===== src/rtl/cmp_pkg.sv =====
// Shared definitions for the sequential magnitude comparator: one-hot
// result codes, FSM state encoding and the cascade seed normaliser.
package cmp_pkg;

    // One-hot compare result codes.
    localparam logic [2:0] CMP_GT = 3'b100;
    localparam logic [2:0] CMP_EQ = 3'b010;
    localparam logic [2:0] CMP_LT = 3'b001;

    // Controller state encoding.
    localparam logic [1:0] IDLE = 2'd0;
    localparam logic [1:0] RUN  = 2'd1;
    localparam logic [1:0] DONE = 2'd2;

    // Any seed that is not one of the three legal one-hot codes collapses to
    // "equal", so a floating or corrupted cascade input cannot bias a result.
    function automatic logic [2:0] normSeed(input logic [2:0] seed);
        logic [2:0] result;
        case (seed)
            CMP_GT:  result = CMP_GT;
            CMP_LT:  result = CMP_LT;
            default: result = CMP_EQ;
        endcase
        return result;
    endfunction

endpackage


===== src/rtl/cmp_chunk_stage.sv =====
// One combinational slice of the comparator: compares a CHUNK-bit pair and
// either overrides the prior result (chunks differ) or passes it through.
module cmp_chunk_stage
    import cmp_pkg::*;
#(
    parameter int CHUNK = 4
) (
    input  logic [CHUNK-1:0] a,
    input  logic [CHUNK-1:0] b,
    input  logic             isSigned,
    input  logic [2:0]       prior,
    output logic [2:0]       result
);

    logic aGreater;

    // Ordering of the chunk pair; the signed view is only requested for the
    // chunk that carries the operand sign bit.
    always_comb begin
        aGreater = 1'b0;
        if (isSigned) begin
            aGreater = ($signed(a) > $signed(b));
        end else begin
            aGreater = (a > b);
        end
    end

    // A differing chunk decides the result outright; an equal one defers to
    // whatever the less significant chunks (or the seed) already decided.
    always_comb begin
        result = prior;
        if (a != b) begin
            result = aGreater ? CMP_GT : CMP_LT;
        end
    end

endmodule


===== src/rtl/seq_data_compare.sv =====
// Multi-cycle magnitude comparator for wide operands. Operands are latched on
// request and walked CHUNK bits per clock, least significant chunk first, so
// each more significant chunk can override the running result.
//
// Handshakes: a transfer happens on a rising edge where valid and ready are
// both high. The requester holds iValid and its operands until oReady; the
// block holds oValid and oData until iReady. Neither side may retract valid
// before the transfer completes.
module seq_data_compare
    import cmp_pkg::*;
#(
    parameter int WIDTH = 32,
    parameter int CHUNK = 4
) (
    input  logic             iClk,
    input  logic             iRst_n,
    input  logic             iValid,
    output logic             oReady,
    input  logic [WIDTH-1:0] iData_a,
    input  logic [WIDTH-1:0] iData_b,
    input  logic             iSigned,
    input  logic [2:0]       iData,
    output logic             oValid,
    input  logic             iReady,
    output logic [2:0]       oData,
    output logic             oBusy,
    output logic [1:0]       oState
);

    localparam int NCHUNK = WIDTH / CHUNK;
    localparam int CNT_W  = (NCHUNK > 1) ? $clog2(NCHUNK) : 1;
    localparam logic [CNT_W-1:0] LAST_CHUNK = CNT_W'(NCHUNK - 1);

    // Reject parameter sets that would leave a partial top chunk.
    generate
        if ((WIDTH % CHUNK) != 0 || WIDTH < CHUNK) begin : g_bad_params
            $error("seq_data_compare: WIDTH must be a non-zero multiple of CHUNK");
        end
    endgenerate

    logic [1:0]       state;
    logic [CNT_W-1:0] chunkCnt;
    logic [WIDTH-1:0] aShift;
    logic [WIDTH-1:0] bShift;
    logic             signedReg;
    logic [2:0]       runResult;
    logic [2:0]       dataReg;
    logic             validReg;
    logic             armed;

    logic             accept;
    logic             lastChunk;
    logic [2:0]       stageResult;

    // Ready only once the first clock after reset has been seen and the
    // controller is idle; this keeps at most one request in flight.
    assign oReady    = armed && (state == IDLE);
    assign accept    = iValid && oReady;
    assign lastChunk = (chunkCnt == LAST_CHUNK);

    assign oValid = validReg;
    assign oData  = dataReg;
    assign oBusy  = (state != IDLE);
    assign oState = state;

    // The latched operands shift right each RUN cycle, so the chunk under
    // test is always the low CHUNK bits; only the top chunk may be signed.
    cmp_chunk_stage #(
        .CHUNK (CHUNK)
    ) u_stage (
        .a        (aShift[CHUNK-1:0]),
        .b        (bShift[CHUNK-1:0]),
        .isSigned (signedReg && lastChunk),
        .prior    (runResult),
        .result   (stageResult)
    );

    // Controller: accept in IDLE, one chunk per cycle in RUN, present and
    // hold the result in DONE until the consumer takes it.
    always_ff @(posedge iClk or negedge iRst_n) begin
        if (!iRst_n) begin
            state     <= IDLE;
            chunkCnt  <= '0;
            aShift    <= '0;
            bShift    <= '0;
            signedReg <= 1'b0;
            runResult <= CMP_EQ;
            dataReg   <= CMP_EQ;
            validReg  <= 1'b0;
            armed     <= 1'b0;
        end else begin
            armed <= 1'b1;
            case (state)
                IDLE: begin
                    if (accept) begin
                        aShift    <= iData_a;
                        bShift    <= iData_b;
                        signedReg <= iSigned;
                        runResult <= normSeed(iData);
                        chunkCnt  <= '0;
                        state     <= RUN;
                    end
                end
                RUN: begin
                    runResult <= stageResult;
                    aShift    <= aShift >> CHUNK;
                    bShift    <= bShift >> CHUNK;
                    chunkCnt  <= chunkCnt + 1'b1;
                    if (lastChunk) begin
                        dataReg  <= stageResult;
                        validReg <= 1'b1;
                        state    <= DONE;
                    end
                end
                DONE: begin
                    if (iReady) begin
                        validReg <= 1'b0;
                        state    <= IDLE;
                    end
                end
                default: begin
                    validReg <= 1'b0;
                    state    <= IDLE;
                end
            endcase
        end
    end

endmodule


===== config.mk =====
export PLATFORM = sky130hd
export DESIGN_NAME = seq_data_compare
export DESIGN_NICKNAME = d
export VERILOG_FILES = /design/src/rtl/cmp_pkg.sv /design/src/rtl/cmp_chunk_stage.sv /design/src/rtl/seq_data_compare.sv
export SDC_FILE = /design/constraint.sdc
export NUM_CORES = 1
export LEC_CHECK = 0
export CORE_MARGIN = 5
export CORE_UTILIZATION = 40
export CTS_CLUSTER_SIZE = 40
export DETAILED_ROUTE_END_ITERATION = 6
export GPL_TIMING_DRIVEN = 0
export PLACE_DENSITY = 0.66
export SYNTH_ARGS = -nofsm -noshare
export SYNTH_HDL_FRONTEND = slang
export SYNTH_SLANG_ARGS = --single-unit

===== constraint.sdc =====
create_clock -name iClk -period 2 [get_ports iClk]
set_input_delay 0.3 -clock iClk [delete_from_list [all_inputs] [get_ports iClk]]
set_output_delay 0.3 -clock iClk [all_outputs]
set_load 0.005 [all_outputs]

==> flow_summary.json <==
{
  "grtUsageMet3_pct": 5.06,
  "fp-row-count": 34,
  "core_area_um2": 8720,
  "ant_nets": 0,
  "ios": 80,
  "crit_type": "reg -> out",
  "worstPathArrival_ns": 1.62,
  "gr-total-overflow": 0,
  "final_cell_mix": "nand2_1, clkdlybuf4s50_1, dfrtp_1",
  "syn_nets": 494,
  "synth_edf_count": 0,
  "switchingPower_w": 0.00255,
  "timing.rr.end": "runResult[2]",
  "fp.dieArea_um2": 11000,
  "ys_seq_elements": 78,
  "synth_cell_type_count": 35,
  "post_dp_cell_area_um2": 4540,
  "nets": 586,
  "cp_max_fo": 9,
  "reg2reg_from": "chunkCnt[0]",
  "h-tree-depth": 3,
  "grt_pass1_vias": 3166,
  "viasPerCell": 5.13,
  "post_cts_resized": 0,
  "die_x_um": 105,
  "r2r_setup_slack_ns": 0.11,
  "grt_pass1_wl_mm": 15.5,
  "internal-power_w": 0.00400,
  "grtUsageMet2_pct": 25.7,
  "synthCells": 416,
  "cp-end-kind": "primary output",
  "rsz0062_at_grt": "no",
  "synthFlopType": "dfrtp_1",
  "vdd_ir_drop_max_uv": 521,
  "diodes": 0,
  "worst_ep_required_time_ns": 1.70,
  "place_ws_ns": 0.134,
  "final-setup-viol-count": 0,
  "dp_cells": 604,
  "yosysWarnings": 0,
  "cts_hold_buffers": 1,
  "pwr-share-comb_pct": 42.4,
  "tns_ns": 0,
  "path_clk_slew_ns": 0.08,
  "maxSlewViolCount": 0,
  "dp_hpwl_mm": 6.63,
  "hold_viol": 0,
  "status": "complete, no violations",
  "leakagePower_nw": 2.09,
  "design_area_um2": 4720,
  "cts_post_setup_buffers_inserted": 0,
  "drt_iter0_markers": 136,
  "cts.path.max_buffers": 2,
  "maxSlewHeadroom_pct": 64.8,
  "drive_above_1_share_pct": 8.98,
  "area_growth_pct": 31.6,
  "grt_max_degree": 71,
  "gp_congestion": 0.824,
  "port_buffers": 79,
  "chipHeight_um": 105,
  "finalNonFillerCells": 620,
  "clock_power_share_pct": 16.3,
  "final_common_cell": "nand2_1",
  "skew_ns": 0.00681,
  "setup_slack_ns": 0.0820,
  "timing.fmax_mhz": 521,
  "avgSynthCellArea_um2": 8.63,
  "cts_tree": "yes",
  "async_flop_share_pct": 100,
  "reg2reg_depth": 6,
  "wire_per_inst_um": 14.8,
  "finalCriticalPeriod_ns": 1.92,
  "track_usage_pct": 17.2,
  "power.density_nw_per_um2": 1390,
  "remaining_drc_errors": 0,
  "worstHoldPathType": "in -> async",
  "ys_seq_area_share_pct": 54.5,
  "post-route-period-util_pct": 95.9,
  "worst_slew_pin_slew_ns": 0.528,
  "antenna_found_initial": 0,
  "cts-root-buf": "clkbuf_8",
  "startpoint_type": "flop",
  "use_met1_pct": 24.8,
  "syn_area_um2": 3590,
  "seq_power_share_pct": 41.2,
  "maxCapViolations": 0,
  "dr.pass1.iters": 4,
  "routed_wl_mm": 9.15,
  "cts.sinks": 78,
  "p_sw_share_pct": 38.9,
  "start_util_pct": 41.1,
  "cts-buffers-inserted": 9,
  "clock_latency_ns": 0.35,
  "dr_total_vias": 3183,
  "grt.busiest_layer": "met2"
}
## registers in the layout, indices dropped and copies added, names as in the netlist, 2 cells and up
name / flops
oState: 2
chunkCnt: 3
bShift: 32
aShift: 32
oData: 3
runResult: 3
## synth_stat cells, types with 3 or more instances
cell	instances	area, um^2
buf_4	4	30.0
inv_1	6	22.5
nand2_1	135	507
nand2b_1	3	18.8
a21oi_1	14	70.1
buf_2	16	80.1
clkbuf_1	6	22.5
a31oi_1	52	325
nor2_1	62	233
ha_1	6	75.1
o21ai_0	10	50.1
dfrtp_1	76	1900
## power by group through the flow
stage | Combinational [W] | Clock (W) | Sequential [W]
floorplan | 0.00197 | 0 | 0.00261
CTS | 0.00280 | 0.00109 | 0.00270
finish | 0.00278 | 0.00107 | 0.00270
global route | 0.00316 | 0.00115 | 0.00278
detailed placement | 0.00278 | 0 | 0.00272
global placement | 0.00270 | 0 | 0.00271
## cell type report
cell class	count	area [um^2]
Clock buffer	11	151
Fill cell	822	4000
Timing Repair Buffer	81	826
Clock inverter	4	22.5
Sequential cell	78	1950
Buffer	28	155
Tap cell	108	135
Multi-Input combinational cell	304	1460
Inverter	6	22.5
## worst max-delay path, cell delays in order (launching register included)
cell	delay, ns
dfrtp_1	0.47
nor3b_2	0.26
clkdlybuf4s50_1	0.54
## logic make-up (layout without fill, tap and decap cells)
| group | Yosys count | after routing | synth area share [%] |
|---|---|---|---|
| simple gates | 210 | 210 | 23.3 |
| compound gates | 86 | 86 | 14.8 |
| flops | 78 | 78 | 54.5 |
| buf+inv | 34 | 130 | 4.95 |
| fa+ha+maj | 6 | 6 | 2.09 |
| other cells | 1 | 1 | 0.105 |
| mux | 1 | 1 | 0.279 |
## metal layers
layer	share of wire [%]	vias up	routed length [um]
met5	0	-	0
met4	0.62	0	57
li1	-	1573	-
met2	46	80	4220
met3	5.7	7	518
met1	48	1523	4350
## how the worst max path moves through the flow
stage	start	end
after CTS	oState[0]	oReady
after global routing	oState[0]	oReady
after global placement	iRst_n	bShift[17]
after detailed placement	iValid	bShift[4]
after floorplan	chunkCnt[0]	oData[2]
final	oState[0]	oReady
## metrics by stage
stage	hold slack (ns)	utilization [%]	power (W)
after detailed placement	0.142	52.1	0.00550
final	0.306	54.2	0.00655
after CTS	0.293	54.2	0.00659
after floorplan	0.00441	-	0.00457
after global placement	0.462	51.8	0.00541
after global routing	0.332	54.2	0.00710
(Power assumes the default switching activity.)
